==> config.mk <==
export PLATFORM = sky130hd
export DESIGN_NAME = bus_arbiter2_flat
export DESIGN_NICKNAME = d
export VERILOG_FILES = /design/src/rtl/bus_arbiter2_if.sv /design/src/rtl/bus_arbiter2.sv /design/src/flat_wrapper.sv
export SDC_FILE = /design/constraint.sdc
export NUM_CORES = 1
export LEC_CHECK = 0
export ABC_AREA = 1
export BUFFER_PORTS_ARGS = -buffer_cell sky130_fd_sc_hd__buf_2
export CAP_MARGIN = 30
export CORE_ASPECT_RATIO = 1.5
export CORE_UTILIZATION = 51
export CTS_CLUSTER_SIZE = 24
export DETAILED_ROUTE_END_ITERATION = 10
export GPL_ROUTABILITY_DRIVEN = 0
export HOLD_SLACK_MARGIN = 0.12
export MAX_ROUTING_LAYER = met4
export PLACE_DENSITY_LB_ADDON = 0.12
export SETUP_SLACK_MARGIN = 0.02
export SLEW_MARGIN = 10
export SYNTH_ARGS = -nofsm -noshare
export SYNTH_HDL_FRONTEND = slang
export SYNTH_SLANG_ARGS = --single-unit
export TNS_END_PERCENT = 50
==> constraint.sdc <==
create_clock -name clk -period 3.35 [get_ports clk]
set_input_delay 0.5025 -clock clk [delete_from_list [all_inputs] [get_ports clk]]
set_output_delay 0.5025 -clock clk [all_outputs]
set_load 0.05 [all_outputs]
==> src/rtl/bus_arbiter2_if.sv <==
// Two-master / one-slave bus bundle for bus_arbiter2.
// slave = arbiter view (serves the masters); master = environment view.
interface bus_arbiter2_if;
    logic [31:0] m0_a, m1_a;
    logic [31:0] m0_d, m1_d;
    logic        m0_rd, m1_rd;
    logic        m0_we, m1_we;
    logic [31:0] m0_spo, m1_spo;
    logic        m0_ready, m1_ready;
    logic [31:0] s_a, s_d;
    logic        s_rd, s_we;
    logic [31:0] s_spo;
    logic        s_ready;
    logic        owner;

    modport slave (
        input  m0_a, m1_a, m0_d, m1_d, m0_rd, m1_rd, m0_we, m1_we, s_spo, s_ready,
        output m0_spo, m1_spo, m0_ready, m1_ready, s_a, s_d, s_rd, s_we, owner
    );

    modport master (
        output m0_a, m1_a, m0_d, m1_d, m0_rd, m1_rd, m0_we, m1_we, s_spo, s_ready,
        input  m0_spo, m1_spo, m0_ready, m1_ready, s_a, s_d, s_rd, s_we, owner
    );
endinterface

==> src/rtl/bus_arbiter2.sv <==
// Two-master arbiter onto one slave: per-master pending slot, IDLE/ISSUE/WAIT
// sequencing, round-robin or fixed m0 priority.
module bus_arbiter2 #(
    parameter bit FIXED_PRIO = 1'b0
) (
    input  logic            clk,
    input  logic            rst,
    bus_arbiter2_if.slave   bus
);
    typedef enum logic [1:0] {IDLE, ISSUE, WAIT} state_t;

    state_t            r_state, w_next;
    logic [1:0]        r_pend_v, r_pend_we;
    logic [1:0][31:0]  r_pend_a, r_pend_d;
    logic              r_ptr;
    logic              r_owner;
    logic [31:0]       r_s_a, r_s_d;
    logic              r_s_rd, r_s_we;

    logic [1:0]        w_stb, w_mwe, w_done_x, w_latch;
    logic [1:0][31:0]  w_ma, w_md;
    logic              w_busy, w_done, w_grant_v, w_grant;

    assign w_stb   = {bus.m1_rd | bus.m1_we, bus.m0_rd | bus.m0_we};
    assign w_mwe   = {bus.m1_we, bus.m0_we};
    assign w_ma    = {bus.m1_a, bus.m0_a};
    assign w_md    = {bus.m1_d, bus.m0_d};

    assign w_busy    = (r_state == ISSUE) || (r_state == WAIT);
    assign w_done    = w_busy && bus.s_ready;
    assign w_done_x  = {w_done && r_owner, w_done && !r_owner};
    assign w_grant_v = (r_state == IDLE) && (|r_pend_v);

    // A completing owner frees its slot this cycle, so its strobe may refill it.
    assign w_latch = w_stb & (~r_pend_v | w_done_x);

    always_comb begin
        w_grant = r_pend_v[1];
        if (&r_pend_v)
            w_grant = FIXED_PRIO ? 1'b0 : r_ptr;
    end

    always_comb begin
        w_next = r_state;
        case (r_state)
            IDLE:    if (w_grant_v) w_next = ISSUE;
            ISSUE:   w_next = w_done ? IDLE : WAIT;
            WAIT:    if (w_done) w_next = IDLE;
            default: w_next = IDLE;
        endcase
    end

    always_ff @(posedge clk) begin
        if (rst) begin
            r_state   <= IDLE;
            r_pend_v  <= '0;
            r_pend_we <= '0;
            r_pend_a  <= '0;
            r_pend_d  <= '0;
            r_ptr     <= 1'b0;
            r_owner   <= 1'b0;
            r_s_a     <= '0;
            r_s_d     <= '0;
            r_s_rd    <= 1'b0;
            r_s_we    <= 1'b0;
        end else begin
            r_state <= w_next;
            for (int i = 0; i < 2; i++) begin
                if (w_latch[i]) begin
                    r_pend_v[i]  <= 1'b1;
                    r_pend_a[i]  <= w_ma[i];
                    r_pend_d[i]  <= w_md[i];
                    r_pend_we[i] <= w_mwe[i];
                end else if (w_done_x[i]) begin
                    r_pend_v[i]  <= 1'b0;
                end
            end
            // Strobes are set only on the grant edge, giving a single ISSUE-cycle pulse.
            if (w_grant_v) begin
                r_owner <= w_grant;
                r_s_a   <= r_pend_a[w_grant];
                r_s_d   <= r_pend_d[w_grant];
                r_s_rd  <= !r_pend_we[w_grant];
                r_s_we  <= r_pend_we[w_grant];
            end else begin
                r_s_rd  <= 1'b0;
                r_s_we  <= 1'b0;
            end
            if (w_done)
                r_ptr <= !r_owner;
        end
    end

    assign bus.s_a      = r_s_a;
    assign bus.s_d      = r_s_d;
    assign bus.s_rd     = r_s_rd;
    assign bus.s_we     = r_s_we;
    assign bus.owner    = r_owner;
    assign bus.m0_ready = w_done_x[0] || (!r_pend_v[0] && !w_stb[0]);
    assign bus.m1_ready = w_done_x[1] || (!r_pend_v[1] && !w_stb[1]);
    assign bus.m0_spo   = w_done_x[0] ? bus.s_spo : 32'h0;
    assign bus.m1_spo   = w_done_x[1] ? bus.s_spo : 32'h0;
endmodule
==> src/flat_wrapper.sv <==
// flat-port wrapper written by rule: the top's interface ports become plain ports
module bus_arbiter2_flat 
#(
    parameter bit FIXED_PRIO = 1'b0
)
  (clk, rst, bus_m0_a, bus_m1_a, bus_m0_d, bus_m1_d, bus_m0_rd, bus_m1_rd, bus_m0_we, bus_m1_we, bus_s_spo, bus_s_ready, bus_m0_spo, bus_m1_spo, bus_m0_ready, bus_m1_ready, bus_s_a, bus_s_d, bus_s_rd, bus_s_we, bus_owner);
  bus_arbiter2_if bus_i ();
  input  logic clk;
  input  logic rst;
  input wire logic [$bits(bus_i.m0_a)-1:0] bus_m0_a;
  input wire logic [$bits(bus_i.m1_a)-1:0] bus_m1_a;
  input wire logic [$bits(bus_i.m0_d)-1:0] bus_m0_d;
  input wire logic [$bits(bus_i.m1_d)-1:0] bus_m1_d;
  input wire logic [$bits(bus_i.m0_rd)-1:0] bus_m0_rd;
  input wire logic [$bits(bus_i.m1_rd)-1:0] bus_m1_rd;
  input wire logic [$bits(bus_i.m0_we)-1:0] bus_m0_we;
  input wire logic [$bits(bus_i.m1_we)-1:0] bus_m1_we;
  input wire logic [$bits(bus_i.s_spo)-1:0] bus_s_spo;
  input wire logic [$bits(bus_i.s_ready)-1:0] bus_s_ready;
  output wire logic [$bits(bus_i.m0_spo)-1:0] bus_m0_spo;
  output wire logic [$bits(bus_i.m1_spo)-1:0] bus_m1_spo;
  output wire logic [$bits(bus_i.m0_ready)-1:0] bus_m0_ready;
  output wire logic [$bits(bus_i.m1_ready)-1:0] bus_m1_ready;
  output wire logic [$bits(bus_i.s_a)-1:0] bus_s_a;
  output wire logic [$bits(bus_i.s_d)-1:0] bus_s_d;
  output wire logic [$bits(bus_i.s_rd)-1:0] bus_s_rd;
  output wire logic [$bits(bus_i.s_we)-1:0] bus_s_we;
  output wire logic [$bits(bus_i.owner)-1:0] bus_owner;
  assign bus_i.m0_a = bus_m0_a;
  assign bus_i.m1_a = bus_m1_a;
  assign bus_i.m0_d = bus_m0_d;
  assign bus_i.m1_d = bus_m1_d;
  assign bus_i.m0_rd = bus_m0_rd;
  assign bus_i.m1_rd = bus_m1_rd;
  assign bus_i.m0_we = bus_m0_we;
  assign bus_i.m1_we = bus_m1_we;
  assign bus_i.s_spo = bus_s_spo;
  assign bus_i.s_ready = bus_s_ready;
  assign bus_m0_spo = bus_i.m0_spo;
  assign bus_m1_spo = bus_i.m1_spo;
  assign bus_m0_ready = bus_i.m0_ready;
  assign bus_m1_ready = bus_i.m1_ready;
  assign bus_s_a = bus_i.s_a;
  assign bus_s_d = bus_i.s_d;
  assign bus_s_rd = bus_i.s_rd;
  assign bus_s_we = bus_i.s_we;
  assign bus_owner = bus_i.owner;
  bus_arbiter2 #(.FIXED_PRIO(FIXED_PRIO)) u_core (.clk(clk), .rst(rst), .bus(bus_i));
endmodule
==> results.tsv <==
metric	value	unit
combinationalPowerShare	42.1	%
cts_buffers	21	
clk_pin_slew	0.06	ns
critPathMaxFanout	35	
htreeDepth	1	
cts_max_path_buffers	3	
final_net_count	1760	
seqPwrFrac	33.5	%
wirelength	24700	um
powerDensity	878	mW/mm^2
die_x	110	um
die_height	163	um
total_power	9.74	mW
cts_resized	0	
rsz0062_at_grt	no	
cp-start-kind	flip-flop	
drv_cap	0	
boundaryPins	300	
multi_input_comb_area	0.00402	mm^2
fmax	341	MHz
syn_area	0.00886	mm^2
setup-violations-final	0	
final_cell_mix	nor2_1, buf_2, nand2_1, dfxtp_1, o21ai_0	
drive_above_1_share	22.1	%
cts_hold_buf	0	
outcome	completed	
overflow	0	
clock-sinks	202	
synth.distinct_cells	21	
grt_max_degree	108	
start_util	52.4	%
tightest_slew	0.764	ns
vias	8924	
critical_path_class	reg2out	
power_frac_clock	24.3	%
final-max-slew-violation-count	0	
ys.flop_type	dfxtp_1	
synth_seq_cells	202	
yosys_warnings	0	
rows	58	
postSynthAreaPerCell	6.60	um^2
sw_frac_of_total	43.8	%
core_area	0.0169	mm^2
regArea	0.00404	mm^2
dieArea	0.0179	mm^2
grt_pass1_wl	39000	um
synth_edf_count	0	
hp-class	in2reg	
via_per_inst	4.91	
fin_crit_sh	87.4	%
fin_hold_ws	0.266	ns
endpoint_kind	output port	
netlist.area_leader.share	45.6	%
drc_errors	0	
seq_area_frac_synth	45.6	%
cp.arrival	2.43	ns
final_common_cell	nor2_1	
drtAntennaViolNets	0	
fin_skew	0.00919	ns
dr.pass1.iters	7	
clk_latency	0.48	ns
fin_setup_tns	0	ns
gr-usage-all-layers	28.0	%
p_leak	5.76	nW
synth_cells	1342	
max_slew_margin	49.1	%
grt_pass1_vias	8232	
finalHoldViolations	0	
grt_antenna_before_repair	5	
utilization	65.6	%
first_iter_violations	643	
wl_per_cell	13.6	um
filler_cell_count	1661	
cts_tree	built	
required	2.85	ns
synthArstFlopShare	0	%
port_buffers	299	
postCtsSetupBuffers	0	
yosysTopAreaCell	dfxtp_1	
synthesis.nets	1512	
period_needed	2.93	ns
syn_to_final_growth	25.2	%
final_cells	1816	
dp.cells	1777	
p_sw	4.26	mW
p_int	5.48	mW
vdd_drop_max	0.000661	V
cts_root_buf	clkbuf_16	
ys_top_cells_by_area	dfxtp_1, nor2_1, nand2_1, o21ai_0, nand3b_1	
dpl.hpwl	16300	um
per-layer routing:
metal | part of all wire [%] | up-vias | track usage, % | routed length, um
li1 | - | 4572 | - | -
met1 | 42 | 4027 | 33.4 | 10400
met2 | 47 | 267 | 45.9 | 11700
met3 | 7.0 | 58 | 5.51 | 1720
met4 | 3.6 | 0 | 11.4 | 881
met5 | 0 | - | - | 0
worst max-delay path, stage by stage, from the launching register on:
cell and delay, ns:
dfxtp_1 0.36, inv_1 0.07, ha_1 0.34, nand3_2 0.56
o21ai_0 0.30, buf_2 0.32
logic make-up (layout without fill, tap and decap cells):
family                   after synthesis  after routing  share of synthesized area (%)
AO/OA/AOI/OAI                        140            140                           7.98
AND/OR/NAND/NOR                      800            800                           36.8
other                                  0              5                              0
buffers and inverters                197            456                           9.11
flip-flops                           202            202                           45.6
adder cells (fa/ha/maj)                3              3                          0.424
power by group through the flow:
stage | logic (mW) | registers, mW | clock network, mW
CTS | 4.14 | 3.27 | 2.42
floorplan | 2.14 | 4.33 | 0
global route | 4.50 | 3.34 | 2.50
finish | 4.10 | 3.27 | 2.37
global placement | 4.06 | 3.30 | 0
detailed placement | 4.12 | 3.31 | 0
layout make-up:
class                   instances  area share [%]
flip-flops and latches        202            36.5
clock buffers                  29            5.37
inverters                     108            3.69
diodes                          5           0.113
multi-input cells             943            36.2
repair buffers                314            14.8
well taps                     210            2.37
clock inverters                 5           0.925
path summary, 6_finish.rpt:
check	start	cells past startpoint	slack [ns]	end
worst max-delay path	u_core.r_state[1]	5	0.42	bus_m0_ready
worst max register to register	u_core.r_state[1]	8	0.91	u_core.r_pend_a[1]
worst min register to register	u_core.r_ptr	2	0.47	u_core.r_ptr
worst min-delay path	bus_m1_d[2]	3	0.27	u_core.r_pend_d[34]
state kept, by name, indices dropped and copies added (netlist names):
signal	flops
u_core.r_pend_a	64
u_core.r_pend_d	64
u_core.bus.s_a	32
u_core.bus.s_d	32
u_core.r_pend_v	2
u_core.r_pend_we	2
u_core.r_state	2
u_core.bus.owner	1
u_core.bus.s_rd	1
u_core.bus.s_we	1
u_core.r_ptr	1
synthesized netlist by cell type (2+ instances only):
cell / count
nor2_1: 516
nand2_1: 215
dfxtp_1: 202
o21ai_0: 125
inv_1: 105
nand3b_1: 64
buf_2: 41
clkbuf_1: 33
buf_1: 11
a21oi_1: 8
o21ai_1: 6
ha_1: 3
inv_2: 3
buf_4: 2
nand3_2: 2
per-stage QoR:
| step | cell area [um^2] | setup slack (ns) |
|---|---|---|
| floorplan | 8860 | 0.578 |
| global placement | 10400 | 1.03 |
| detailed placement | 10400 | 0.942 |
| CTS | 11100 | 0.437 |
| global route | 11100 | 0.246 |
| finish | 11100 | 0.421 |
No activity file was read; power rests on OpenSTA's default activity.
